==> config.mk <==
export PLATFORM = sky130hd
export DESIGN_NAME = rx_frame_drain_ctrl
export DESIGN_NICKNAME = d
export VERILOG_FILES = /design/src/rtl/defines.sv /design/src/rtl/rx_frame_drain_ctrl.sv
export SDC_FILE = /design/constraint.sdc
export NUM_CORES = 1
export LEC_CHECK = 0
export ABC_CLOCK_PERIOD_IN_PS = 5550
export BUFFER_PORTS_ARGS = -buffer_cell sky130_fd_sc_hd__buf_2
export CAP_MARGIN = 20
export CORE_MARGIN = 3
export CORE_UTILIZATION = 40
export CTS_BUF_LIST = sky130_fd_sc_hd__clkbuf_2
export DETAILED_ROUTE_END_ITERATION = 7
export PLACE_DENSITY = 0.66
export SETUP_SLACK_MARGIN = 0.2
export SLEW_MARGIN = 25
export SYNTH_ARGS = -nofsm -noshare
export SYNTH_HDL_FRONTEND = slang
export SYNTH_SLANG_ARGS = --single-unit
==> constraint.sdc <==
create_clock -name clk -period 5.55 [get_ports clk]
set_input_delay 0 -clock clk [delete_from_list [all_inputs] [get_ports clk]]
set_output_delay 0 -clock clk [all_outputs]
set_load 0.005 [all_outputs]
==> src/rtl/defines.sv <==
// Shared receive-path types: parsed frame header, drain FSM states and the broadcast address.
package defines;

    typedef struct packed {
        logic [47:0] dst_addr;
        logic [47:0] src_addr;
        logic [15:0] length;
    } header;

    typedef enum logic [1:0] {
        IDLE,
        CHECK,
        FORWARD,
        DROP
    } drain_state_e;

    localparam logic [47:0] BCAST_ADDR = 48'hFFFF_FFFF_FFFF;

endpackage

==> src/rtl/rx_frame_drain_ctrl.sv <==
// Drains the rx byte buffer one frame at a time: address filter, then forward or discard; header to first pop 2 cycles, first byte out 3.
// Output register is the only buffering; m_ready low holds m_data/m_last and stalls pops, empty buffer stalls with no timeout.
module rx_frame_drain_ctrl
    import defines::*;
#(
    parameter int CNT_W = 16
) (
    input  logic             clk,
    input  logic             rst_n,
    input  logic [47:0]      cfg_mac_addr,
    input  logic             cfg_promisc,
    input  logic             hdr_valid,
    input  header            rx_header,
    input  logic             brx_empty,
    input  logic [7:0]       rx_data,
    output logic             brx_rd_en,
    output logic [7:0]       m_data,
    output logic             m_valid,
    output logic             m_last,
    input  logic             m_ready,
    output logic [47:0]      m_src_addr,
    output logic             busy,
    output logic             hdr_overrun,
    output logic [CNT_W-1:0] frames_fwd,
    output logic [CNT_W-1:0] frames_drop
);

    drain_state_e state_q, state_d;
    logic [47:0]  dst_q;
    logic [15:0]  len_q;
    logic [15:0]  remaining_q;
    logic         accept;
    logic         pop;
    logic         fwd_evt;
    logic         drop_evt;

    assign accept = cfg_promisc || (dst_q == cfg_mac_addr) || (dst_q == BCAST_ADDR);

    always_comb begin
        state_d  = state_q;
        pop      = 1'b0;
        fwd_evt  = 1'b0;
        drop_evt = 1'b0;
        case (state_q)
            IDLE: begin
                if (hdr_valid) state_d = CHECK;
            end
            CHECK: begin
                if (len_q == 16'd0) begin
                    drop_evt = 1'b1;
                    state_d  = IDLE;
                end else if (accept) begin
                    state_d  = FORWARD;
                end else begin
                    drop_evt = 1'b1;
                    state_d  = DROP;
                end
            end
            FORWARD: begin
                // Pop only when the output register is free or draining this cycle.
                pop = !brx_empty && (remaining_q != 16'd0) && (!m_valid || m_ready);
                if (m_valid && m_ready && m_last) begin
                    fwd_evt = 1'b1;
                    state_d = IDLE;
                end
            end
            DROP: begin
                pop = !brx_empty && (remaining_q != 16'd0);
                if (remaining_q == 16'd0) state_d = IDLE;
            end
            default: state_d = IDLE;
        endcase
    end

    assign brx_rd_en = pop;
    assign busy      = (state_q != IDLE);

    always_ff @(posedge clk or negedge rst_n) begin
        if (!rst_n) state_q <= IDLE;
        else        state_q <= state_d;
    end

    always_ff @(posedge clk or negedge rst_n) begin
        if (!rst_n) begin
            dst_q       <= '0;
            len_q       <= '0;
            remaining_q <= '0;
            m_src_addr  <= '0;
        end else if (state_q == IDLE && hdr_valid) begin
            dst_q       <= rx_header.dst_addr;
            len_q       <= rx_header.length;
            remaining_q <= rx_header.length;
            m_src_addr  <= rx_header.src_addr;
        end else if (pop) begin
            remaining_q <= remaining_q - 16'd1;
        end
    end

    always_ff @(posedge clk or negedge rst_n) begin
        if (!rst_n) begin
            m_data  <= '0;
            m_valid <= 1'b0;
            m_last  <= 1'b0;
        end else if (state_q == FORWARD) begin
            if (pop) begin
                m_data  <= rx_data;
                m_valid <= 1'b1;
                m_last  <= (remaining_q == 16'd1);
            end else if (m_valid && m_ready) begin
                m_valid <= 1'b0;
                m_last  <= 1'b0;
            end
        end
    end

    always_ff @(posedge clk or negedge rst_n) begin
        if (!rst_n) begin
            frames_fwd  <= '0;
            frames_drop <= '0;
            hdr_overrun <= 1'b0;
        end else begin
            if (fwd_evt && (frames_fwd != '1))   frames_fwd  <= frames_fwd + CNT_W'(1);
            if (drop_evt && (frames_drop != '1)) frames_drop <= frames_drop + CNT_W'(1);
            if (hdr_valid && state_q != IDLE)    hdr_overrun <= 1'b1;
        end
    end

endmodule

==> results of run 1 <==
## per-stage QoR
step                      instance area [um^2]  setup WS [ns]
after floorplan                           7730           3.42
after global placement                    9300           2.95
after detailed placement                  9300           2.95
## cells by family after synthesis
| kind of cell | synth area share |
|---|---|
| adder cells (fa/ha/maj) | 0.00810 |
| buffers and inverters | 0.0186 |
| multiplexers | 0.0194 |
| AND/OR/NAND/NOR | 0.266 |
| AO/OA/AOI/OAI | 0.0241 |
| flip-flops | 0.560 |
| XOR/XNOR | 0.103 |
==> metrics.csv, run 1 <==
stage;metric;value;unit
clocking;numClockSinks;173;
clocking;root_buffer;clkbuf_2;
synth;synth_largest_area_cell;dfrtp_1;
synth;synth_area_leaders;dfrtp_1 (56%), nand2_1 (17%), xor2_1 (6.2%);
synth;syn_inst;817;
floorplan;die_h;145;um
clocking;post-cts-setup-buffers;0;
synth;yosysSeqAreaShare;0.560;
place;place_hpwl;15700;um
place;io_buffers;266;
clocking;cts_hold_buf;270;
synth;synthDistinctLibCells;43;
clocking;cts-buffers-inserted;17;
synth;yosys-top-cells-count;nand2_1 (358), dfrtp_1 (173), xor2_1 (55), xnor2_1 (36), clkbuf_1 (29);
synth;synth-main-ff-cell;dfrtp_1;
synth;ys_warn_count;0;
status;lastStage;clock tree synthesis (4_1_cts);
synth;yosysMostFrequentCell;nand2_1;
floorplan;start_util;0.410;
place;gp_congestion;0.885;
synth;synth_edf_count;0;
synth;synth-async-reset-ratio;1.00;
place;placed_cells;1315;
synth;yosys_register_bits;173;
floorplan;ios;267;
floorplan;rows;50;
clocking;ctsResizeCount;0;
clocking;cts_max_path_buffers;2;
clocking;htree_levels;4;
synth;syn_nets;996;
synth;yosys.area.top_type_share;0.560;
floorplan;die_w;145;um
status;outcome;stopped before the end;
status;stop_error;[ERROR RSZ-0060] Max buffer count reached.;
synth;syn_area_per_cell;9.46;um^2
synth;syn_area;7730;um^2
==> run 2: changes to the inputs <==
--- a/config.mk
+++ b/config.mk
@@ -9,11 +9,9 @@
 export BUFFER_PORTS_ARGS = -buffer_cell sky130_fd_sc_hd__buf_2
 export CAP_MARGIN = 20
 export CORE_MARGIN = 3
-export CORE_UTILIZATION = 40
-export CTS_BUF_LIST = sky130_fd_sc_hd__clkbuf_2
+export CORE_UTILIZATION = 25
 export DETAILED_ROUTE_END_ITERATION = 7
-export PLACE_DENSITY = 0.66
-export SETUP_SLACK_MARGIN = 0.2
+export PLACE_DENSITY_LB_ADDON = 0.15
 export SLEW_MARGIN = 25
 export SYNTH_ARGS = -nofsm -noshare
 export SYNTH_HDL_FRONTEND = slang
==> run 2 against run 1 <==
  * The flow now finishes without violations
  * Synthesized cell count unchanged
  * Synthesized area is the same
==> metrics.csv, run 2 <==
stage;metric;value;unit
status;outcome;completed;
floorplan;start_util;0.257;
timing;setup_violations;0;
timing;fin_setup_tns;0;ns
power;comb_power_share;0.286;
floorplan;ios;267;
clocking;clk_pin_slew;0.09;ns
synth;syn_inst;817;
layout;layout_common_cells;nand2_1 (357), buf_2 (265), dfrtp_1 (173);
clocking;ctsResizeCount;0;
synth;syn_area_per_cell;9.46;um^2
clocking;post-cts-setup-buffers;0;
clocking;root_buffer;clkbuf_16;
power;intPower;0.00311;W
synth;synth_edf_count;0;
timing;maxSlewHeadroom;0.369;
layout;syn_to_final_growth;46.6;%
timing;clock.fmax;0.399;GHz
power;powerDensity;429;nW/um^2
worst_setup_path;worstSetupEndpointType;register;
grt;antenna_found_initial;1;
grt;grt.overflow.total;0;
timing;period_needed;2.51;ns
power;clkPwrFrac;0.267;
worst_setup_path;slowest_delay;0.80;ns
floorplan;die-area;33000;um^2
routing;num_vias;6864;
place;placed_cells;1445;
synth;yosys_register_bits;173;
routing;dr.pass1.iters;4;
synth;yosysSeqAreaShare;0.560;
clocking;htree_levels;4;
timing;maxSlewViolCount;0;
clocking;numClockSinks;173;
clocking;cts_hold_buf;122;
routing;wl_per_cell;15.8;um
synth;synth-main-ff-cell;dfrtp_1;
synth;yosys.area.top_type_share;0.560;
floorplan;die_w;182;um
place;gp_congestion;0.818;
worst_setup_path;critical_path_class;register to register;
clocking;cts-buffers-inserted;17;
layout;stdcell_count;1600;
synth;syn_nets;996;
layout;final_util;0.377;
routing;antenna_left;0;
floorplan;rows;63;
routing;wirelength;25200;um
timing;tightest_slew;0.946;ns
synth;synthDistinctLibCells;43;
worst_setup_path;cp_slowest_cell;and2_4;
worst_setup_path;crit_fanout;84;
worst_setup_path;path_cells;nor2_1, and2_4, buf_4, nand2_1, o211ai_1;
synth;syn_area;7730;um^2
synth;synth-async-reset-ratio;1.00;
grt;track_usage;0.153;
grt;grt_max_degree;85;
clocking;clock_latency;0.43;ns
power;ir_drop;209;uV
layout;layout_commonest_cell;nand2_1;
routing;drc;0;
synth;synth_largest_area_cell;dfrtp_1;
job;drv_cap;0;
power;switchingPower;0.00174;W
power;switching_share;0.359;
timing;skew;0.0179;ns
power;p_leak;5.82;nW
power;pwr-share-seq;0.447;
floorplan;die_h;182;um
place;io_buffers;266;
layout;drive_above_1_share;0.269;
hold_path;hold_path_class;input pin to asynchronous set/reset pin;
synth;yosysMostFrequentCell;nand2_1;
routing;drt_first_iter_violations;278;
floorplan;design.core.area;30000;um^2
layout;nets;1375;
timing;grt_setup_unrepaired;false;
place;place_hpwl;17800;um
routing;via_per_inst;4.29;
clocking;cts_max_path_buffers;2;
worst_setup_path;cp_num_buf_inv;1;
synth;synth_area_leaders;dfrtp_1 (56%), nand2_1 (17%), xor2_1 (6.2%);
timing;finalHoldViolCount;0;
worst_setup_path;crit_required;5.90;ns
clocking;tritoncts;yes;
worst_setup_path;critical-path-top-delay-family;simple AND/OR/NAND/NOR gates;
grt;grt_first_pass_wirelength;40100;um
worst_setup_path;cp-start-kind;register;
worst_setup_path;critPathArrivalTime;2.86;ns
synth;yosys-top-cells-count;nand2_1 (358), dfrtp_1 (173), xor2_1 (55), xnor2_1 (36), clkbuf_1 (29);
layout;reg_top3;dst_q (48), m_src_addr (48);
timing;timing.final.crit_share;0.452;
synth;ys_warn_count;0;
grt;grt_pass1_vias;7272;
-- run 2: cell counts after synthesis --
Identical to the previous run, type by type.
-- run 2: power groups by stage --
stage / registers, W / clock network, W / logic (W)
after floorplan: 0.00210 / 0 / 0.000816
after global placement: 0.00219 / 0 / 0.00134
after detailed placement: 0.00218 / 0 / 0.00136
after CTS: 0.00218 / 0.00134 / 0.00142
after global routing: 0.00225 / 0.00139 / 0.00160
final: 0.00217 / 0.00129 / 0.00139
-- run 2: worst reg2reg max path, delay by kind of cell (launching register included) --
kind	cells	cell delay (ns)
simple gates	3	1.27
flops	1	0.46
buf+inv	1	0.61
compound gates	1	0.10
-- run 2: kinds of logic after synthesis --
kind of cell,share of synthesized area
xor+xnor,0.103
compound gates,0.0241
fa+ha+maj,0.00810
flops,0.560
mux,0.0194
simple gates,0.266
buf+inv,0.0186
-- run 2: through the flow --
step / setup WS (ns) / total power [W] / hold WS, ns / cell area, um^2
6_report: 3.04 / 0.00486 / 0.157 / 11300
5_1_grt: 2.70 / 0.00524 / 0.173 / 11300
4_1_cts: 2.90 / 0.00494 / 0.115 / 11300
3_5_place_dp: 2.95 / 0.00354 / 0.0991 / 9460
3_3_place_gp: 3.00 / 0.00353 / 0.111 / 9460
2_1_floorplan: 3.42 / 0.00291 / -0.296 / 7730
-- run 2: area by class of cell --
type | instances | area, um^2
clock buffers | 18 | 439
flip-flops and latches | 173 | 4330
diodes | 1 | 2.50
clock inverters | 14 | 203
multi-input cells | 608 | 3260
well taps | 390 | 488
inverters | 4 | 15.0
repair buffers | 392 | 2590
fillers | 3061 | 18700
-- run 2: path summary, 6_finish.rpt --
path	cells past startpoint	startpoint	to	slack [ns]
worst max-delay path	5	state_q[1]	remaining_q[4]	3.04
worst min-delay path	2	rst_n	frames_fwd[6]	0.16
worst max register to register	5	state_q[1]	remaining_q[4]	3.04
worst min register to register	1	hdr_overrun	hdr_overrun	0.45
max in group asynchronous	3	rst_n	frames_drop[11]	4.08
min in group clk	5	m_ready	m_valid	0.16
-- run 2: per-layer routing --
metal / share of wire / track usage / up-vias
li1: - / - / 3413
met1: 0.47 / 0.208 / 3242
met2: 0.47 / 0.249 / 191
met3: 0.055 / 0.0327 / 18
met4: 0.0083 / 0.0360 / 0
met5: 0 / 0 / -
No activity file was read; power rests on OpenSTA's default activity.
==> run 3: changes to the inputs <==
--- a/config.mk
+++ b/config.mk
@@ -5,7 +5,7 @@
 export SDC_FILE = /design/constraint.sdc
 export NUM_CORES = 1
 export LEC_CHECK = 0
-export ABC_CLOCK_PERIOD_IN_PS = 5550
+export ABC_CLOCK_PERIOD_IN_PS = 2500
 export BUFFER_PORTS_ARGS = -buffer_cell sky130_fd_sc_hd__buf_2
 export CAP_MARGIN = 20
 export CORE_MARGIN = 3
==> constraint.sdc (replaced) <==
create_clock -name clk -period 2.5 [get_ports clk]
set_input_delay 0 -clock clk [delete_from_list [all_inputs] [get_ports clk]]
set_output_delay 0 -clock clk [all_outputs]
set_load 0.005 [all_outputs]
==> run 3 against run 2 <==
  * Non-clock buffer count up 9
  * Clock skew down 0.0017 ns
  * Routed wire length up 0.84%
  * Highest routed layer unchanged
  * Register-to-register slack worse by 2.9 ns
  * Core utilization up 0.30 points
  * Sequential power up 120%
  * Global-route usage about the same
  * Critical path type unchanged
  * Power up 120%
  * Clock-buffer cell count up 1
  * Critical path depth up 3
  * Largest cell class unchanged
  * Sequential cell count unchanged
==> metrics.csv, run 3 (synthesis gave the netlist of run 2 again) <==
stage;metric;value;unit
status;outcome;completed;
clocking;post-cts-setup-buffers;0;
timing;maxSlewHeadroom;0.533;
timing;period_needed;2.33;ns
timing;timing.final.crit_share;0.933;
clocking;root_buffer;clkbuf_16;
place;place_hpwl;18100;um
power;ir_drop;464;uV
grt;antenna_found_initial;0;
timing;setup_violations;0;
grt;grt_first_pass_wirelength;40200;um
clocking;tritoncts;yes;
worst_setup_path;worstRegToRegCells;8;
floorplan;die_h;182;um
grt;track_usage;0.152;
place;post-place-ws;0.00308;ns
worst_setup_path;worstSetupEndpointType;register;
floorplan;die-area;33000;um^2
layout;layout_commonest_cell;nand2_1;
job;drv_cap;0;
hold_path;hold_path_class;input pin to asynchronous set/reset pin;
layout;reg_top3;dst_q (48), m_src_addr (48);
worst_setup_path;critPathArrivalTime;2.64;ns
routing;via_per_inst;4.33;
timing;skew;0.0163;ns
place;gp_congestion;0.856;
timing;fin_setup_tns;0;ns
timing;clock.fmax;0.429;GHz
worst_setup_path;reg2reg_slack;0.17;ns
layout;multi_input_comb_area;3290;um^2
worst_setup_path;crit_required;2.81;ns
routing;antenna_left;0;
routing;num_vias;6967;
floorplan;rows;63;
clocking;cts_max_path_buffers;2;
routing;wl_per_cell;15.8;um
layout;nets;1384;
layout;seq_area;4330;um^2
clocking;clock_latency;0.43;ns
floorplan;design.core.area;30000;um^2
routing;dr.pass1.iters;4;
timing;finalHoldViolCount;0;
timing;grt_setup_unrepaired;false;
layout;layout_common_cells;nand2_1 (357), buf_2 (265), dfrtp_1 (173);
timing;maxSlewViolCount;0;
power;p_leak;5.86;nW
layout;syn_to_final_growth;47.8;%
grt;grt.overflow.total;0;
clocking;htree_levels;4;
worst_setup_path;r2r_start;dst_q[33];
layout;drive_above_1_share;0.274;
timing;tightest_slew;0.701;ns
layout;fillers;3061;
routing;drc;0;
worst_setup_path;critical_path_class;register to register;
routing;wirelength;25400;um
power;power;0.0107;W
routing;drt_first_iter_violations;321;
worst_setup_path;cp-start-kind;register;
grt;grt_pass1_vias;7316;
place;io_buffers;266;
floorplan;ios;267;
floorplan;start_util;0.257;
clocking;numClockSinks;173;
clocking;cts-buffers-inserted;17;
grt;grt_max_degree;81;
timing;timing.final.ws_setup;0.167;ns
floorplan;die_w;182;um
worst_setup_path;crit_fanout;3;
worst_setup_path;r2r_end;frames_drop[12];
power;powerDensity;940;nW/um^2
clocking;clk_pin_slew;0.08;ns
layout;final_util;0.380;
[run 3: cell types whose count changed in the layout (fill, tap and decap cells not counted), sizes merged]
| cell | before | now |
|---|---|---|
| clkbuf | 18 | 19 |
| dlygate4sd3 | 122 | 123 |
| buf | 270 | 278 |
| clkinv | 7 | 4 |
| inv | 9 | 10 |
[run 3: what timing repair did]
action,CTS,global route
endpoints found under the hold margin,311,0
pin swaps,0,0
resized for setup,1,3
hold buffers,123,0
setup endpoints to repair,1,13
[run 3: metal layers]
metal / track usage / vias to the layer above / part of all wire
met1: 0.209 / 3306 / 0.46
met3: 0.0347 / 23 / 0.055
met5: 0 / - / 0
met4: 0.0497 / 0 / 0.019
met2: 0.239 / 208 / 0.47
li1: - / 3430 / -
[run 3: per-stage QoR]
step | cells | area, um^2 | hold WS (ns)
6_report | 1608 | 11400 | 0.136
4_1_cts | 1607 | 11400 | 0.107
5_1_grt | 1607 | 11400 | 0.152
3_5_place_dp | 1453 | 9570 | -0.150
3_3_place_gp | 1453 | 9570 | -0.148
2_1_floorplan | 817 | 7730 | -0.296
[run 3: report_power, final]
group	switching [W]	internal [W]
Combinational	0.00167	0.00152
Clock	0.00123	0.00151
Sequential	0.000932	0.00388
Total	0.00383	0.00691
[run 3: layout make-up]
type                    instances  area share
inverters                       4     0.00131
clock buffers                  19      0.0379
multi-input cells             608       0.288
flip-flops and latches        173       0.379
diodes                          1    0.000219
repair buffers                401       0.237
well taps                     390      0.0427
clock inverters                12      0.0136
[run 3: worst max-delay path by stage]
stage                   start              end  depth (start not counted)
2_1_floorplan  remaining_q[6]        m_data[0]                          7
3_3_place_gp        dst_q[33]  frames_drop[12]                          8
3_5_place_dp        dst_q[33]  frames_drop[12]                          8
4_1_cts             dst_q[21]   frames_drop[1]                          8
5_1_grt        remaining_q[0]  remaining_q[14]                          8
6_report            dst_q[33]  frames_drop[12]                          8
[run 3: worst max-delay path, stage by stage (launching register included)]
cell and delay, ns:
dfrtp_1 0.43, xor2_1 0.18, nor4_2 0.37, nand4_1 0.16, o31ai_2 0.34, buf_4 0.19, a21oi_1 0.11, nand4_1 0.12
mux2_2 0.33
==> run 4: changes to the inputs <==
--- a/config.mk
+++ b/config.mk
@@ -10,6 +10,7 @@
 export CAP_MARGIN = 20
 export CORE_MARGIN = 3
 export CORE_UTILIZATION = 25
+export CTS_BUF_LIST = sky130_fd_sc_hd__clkbuf_4 sky130_fd_sc_hd__clkbuf_8 sky130_fd_sc_hd__clkbuf_16
 export DETAILED_ROUTE_END_ITERATION = 7
 export PLACE_DENSITY_LB_ADDON = 0.15
 export SLEW_MARGIN = 25
==> run 4 against run 3 <==
  * Routed wire length about the same
  * Die area unchanged
  * Sequential cell count unchanged
  * Register-to-register slack about the same
  * Final area about the same
  * Combinational power about the same
  * First-iteration DRC count decreased by 4.4%
  * Via count about the same
  * Core utilization about the same
  * Critical path depth unchanged
  * Clock power about the same
  * Largest cell class unchanged
  * Largest power group unchanged
==> metrics.csv, run 4 (synthesis gave the netlist of run 2 again) <==
stage;metric;value;unit
status;outcome;completed;
clocking;cts-buffers-inserted;17;
clocking;tritoncts;yes;
routing;wl_per_cell;15.8;um
timing;fin_setup_tns;0;ns
floorplan;rows;63;
place;placed_cells;1453;
routing;antenna_left;0;
grt;track_usage;0.152;
place;place_hpwl;18100;um
routing;wirelength;25400;um
clocking;cts_max_path_buffers;2;
timing;timing.final.crit_share;0.933;
clocking;clock_latency;0.43;ns
routing;via_per_inst;4.33;
grt;grt_first_pass_wirelength;40200;um
worst_setup_path;worstSetupEndpointType;register;
timing;finalHoldViolCount;0;
routing;dr.pass1.iters;4;
timing;grt_setup_unrepaired;false;
power;powerDensity;941;nW/um^2
floorplan;die_w;182;um
hold_path;hold_path_class;input pin to asynchronous set/reset pin;
routing;num_vias;6966;
layout;reg_top3;dst_q (48), m_src_addr (48);
layout;design_area;11400;um^2
routing;drt_first_iter_violations;307;
clocking;root_buffer;clkbuf_16;
timing;clock.fmax;0.429;GHz
place;dpl_cell_area;9570;um^2
layout;layout_common_cells;nand2_1 (357), buf_2 (265), dfrtp_1 (173);
timing;setup_violations;0;
worst_setup_path;worstRegToRegCells;8;
worst_setup_path;critPathArrivalTime;2.64;ns
layout;drive_above_1_share;0.275;
worst_setup_path;critical_path_class;register to register;
timing;period_needed;2.33;ns
timing;maxSlewViolCount;0;
place;gp_congestion;0.856;
layout;fillers;3062;
worst_setup_path;cp-start-kind;register;
worst_setup_path;crit_fanout;3;
grt;grt_max_degree;81;
floorplan;start_util;0.257;
grt;grt_pass1_vias;7311;
clocking;htree_levels;4;
layout;syn_to_final_growth;47.9;%
power;p_leak;5.87;nW
layout;nets;1384;
clocking;clk_pin_slew;0.08;ns
worst_setup_path;crit_required;2.81;ns
place;io_buffers;266;
grt;antenna_found_initial;0;
floorplan;ios;267;
power;ir_drop;463;uV
timing;maxSlewHeadroom;0.535;
routing;drc;0;
floorplan;die_h;182;um
floorplan;design.core.area;30000;um^2
layout;layout_commonest_cell;nand2_1;
timing;skew;0.0163;ns
timing;tightest_slew;0.698;ns
floorplan;die-area;33000;um^2
clocking;numClockSinks;173;
layout;stdcell_count;1608;
job;drv_cap;0;
grt;grt.overflow.total;0;
[run 4: cell counts in the layout (fill, tap and decap cells not counted)]
No cell type changed its count.
[run 4: worst max-delay path, cell delays in order, from the launching register on]
cell     delay (ns)
dfrtp_1        0.43
xor2_1         0.18
nor4_2         0.37
nand4_1        0.16
o31ai_2        0.34
buf_4          0.19
a21oi_1        0.11
nand4_1        0.12
mux2_2         0.33
[run 4: where the power goes]
group	internal [W]	switching, W	total [W]	leakage, nW
clock	0.00153	0.00123	0.00276	0.295
sequential	0.00388	0.000930	0.00481	2.19
combinational	0.00152	0.00167	0.00319	3.38
[run 4: final timing paths]
check	start	to	slack, ns
worst max-delay path	dst_q[33]	frames_drop[12]	0.17
worst min-delay path	rst_n	frames_fwd[8]	0.14
worst max register to register	dst_q[33]	frames_drop[12]	0.17
worst min register to register	hdr_overrun	hdr_overrun	0.45
max in group asynchronous	rst_n	m_data[7]	1.32
min in group clk	m_ready	m_valid	0.14
[run 4: final cells by class]
type | count | area [um^2] | area share
flip-flops and latches | 173 | 4330 | 0.379
multi-input cells | 608 | 3290 | 0.288
repair buffers | 401 | 2710 | 0.237
well taps | 390 | 488 | 0.0427
clock buffers | 19 | 440 | 0.0385
clock inverters | 12 | 155 | 0.0136
inverters | 4 | 15.0 | 0.00131
diodes | 1 | 2.50 | 0.000219
[run 4: per-stage QoR]
stage	hold WS (ns)	worst slack [ns]	util	total power, W
after floorplan	-0.296	0.373	-	0.00646
after global placement	-0.148	0.00980	0.319	0.00789
after detailed placement	-0.150	0.00308	0.319	0.00789
after CTS	0.107	0.0347	0.380	0.0109
after global routing	0.152	0.00771	0.380	0.0116
final	0.136	0.167	0.380	0.0108
[run 4: layer usage]
metal,vias up,routed length (um),GRT usage
met3,25,1370,0.0347
met4,0,495,0.0497
met2,206,11800,0.239
li1,3430,-,-
met5,-,0,0
met1,3305,11700,0.209
[run 4: what timing repair did]
action	CTS	global route
gates resized for setup	1	3
hold endpoints to repair	311	0
setup endpoints to repair	1	13
setup buffers	0	0
cloned	0	0
hold buffers	123	0
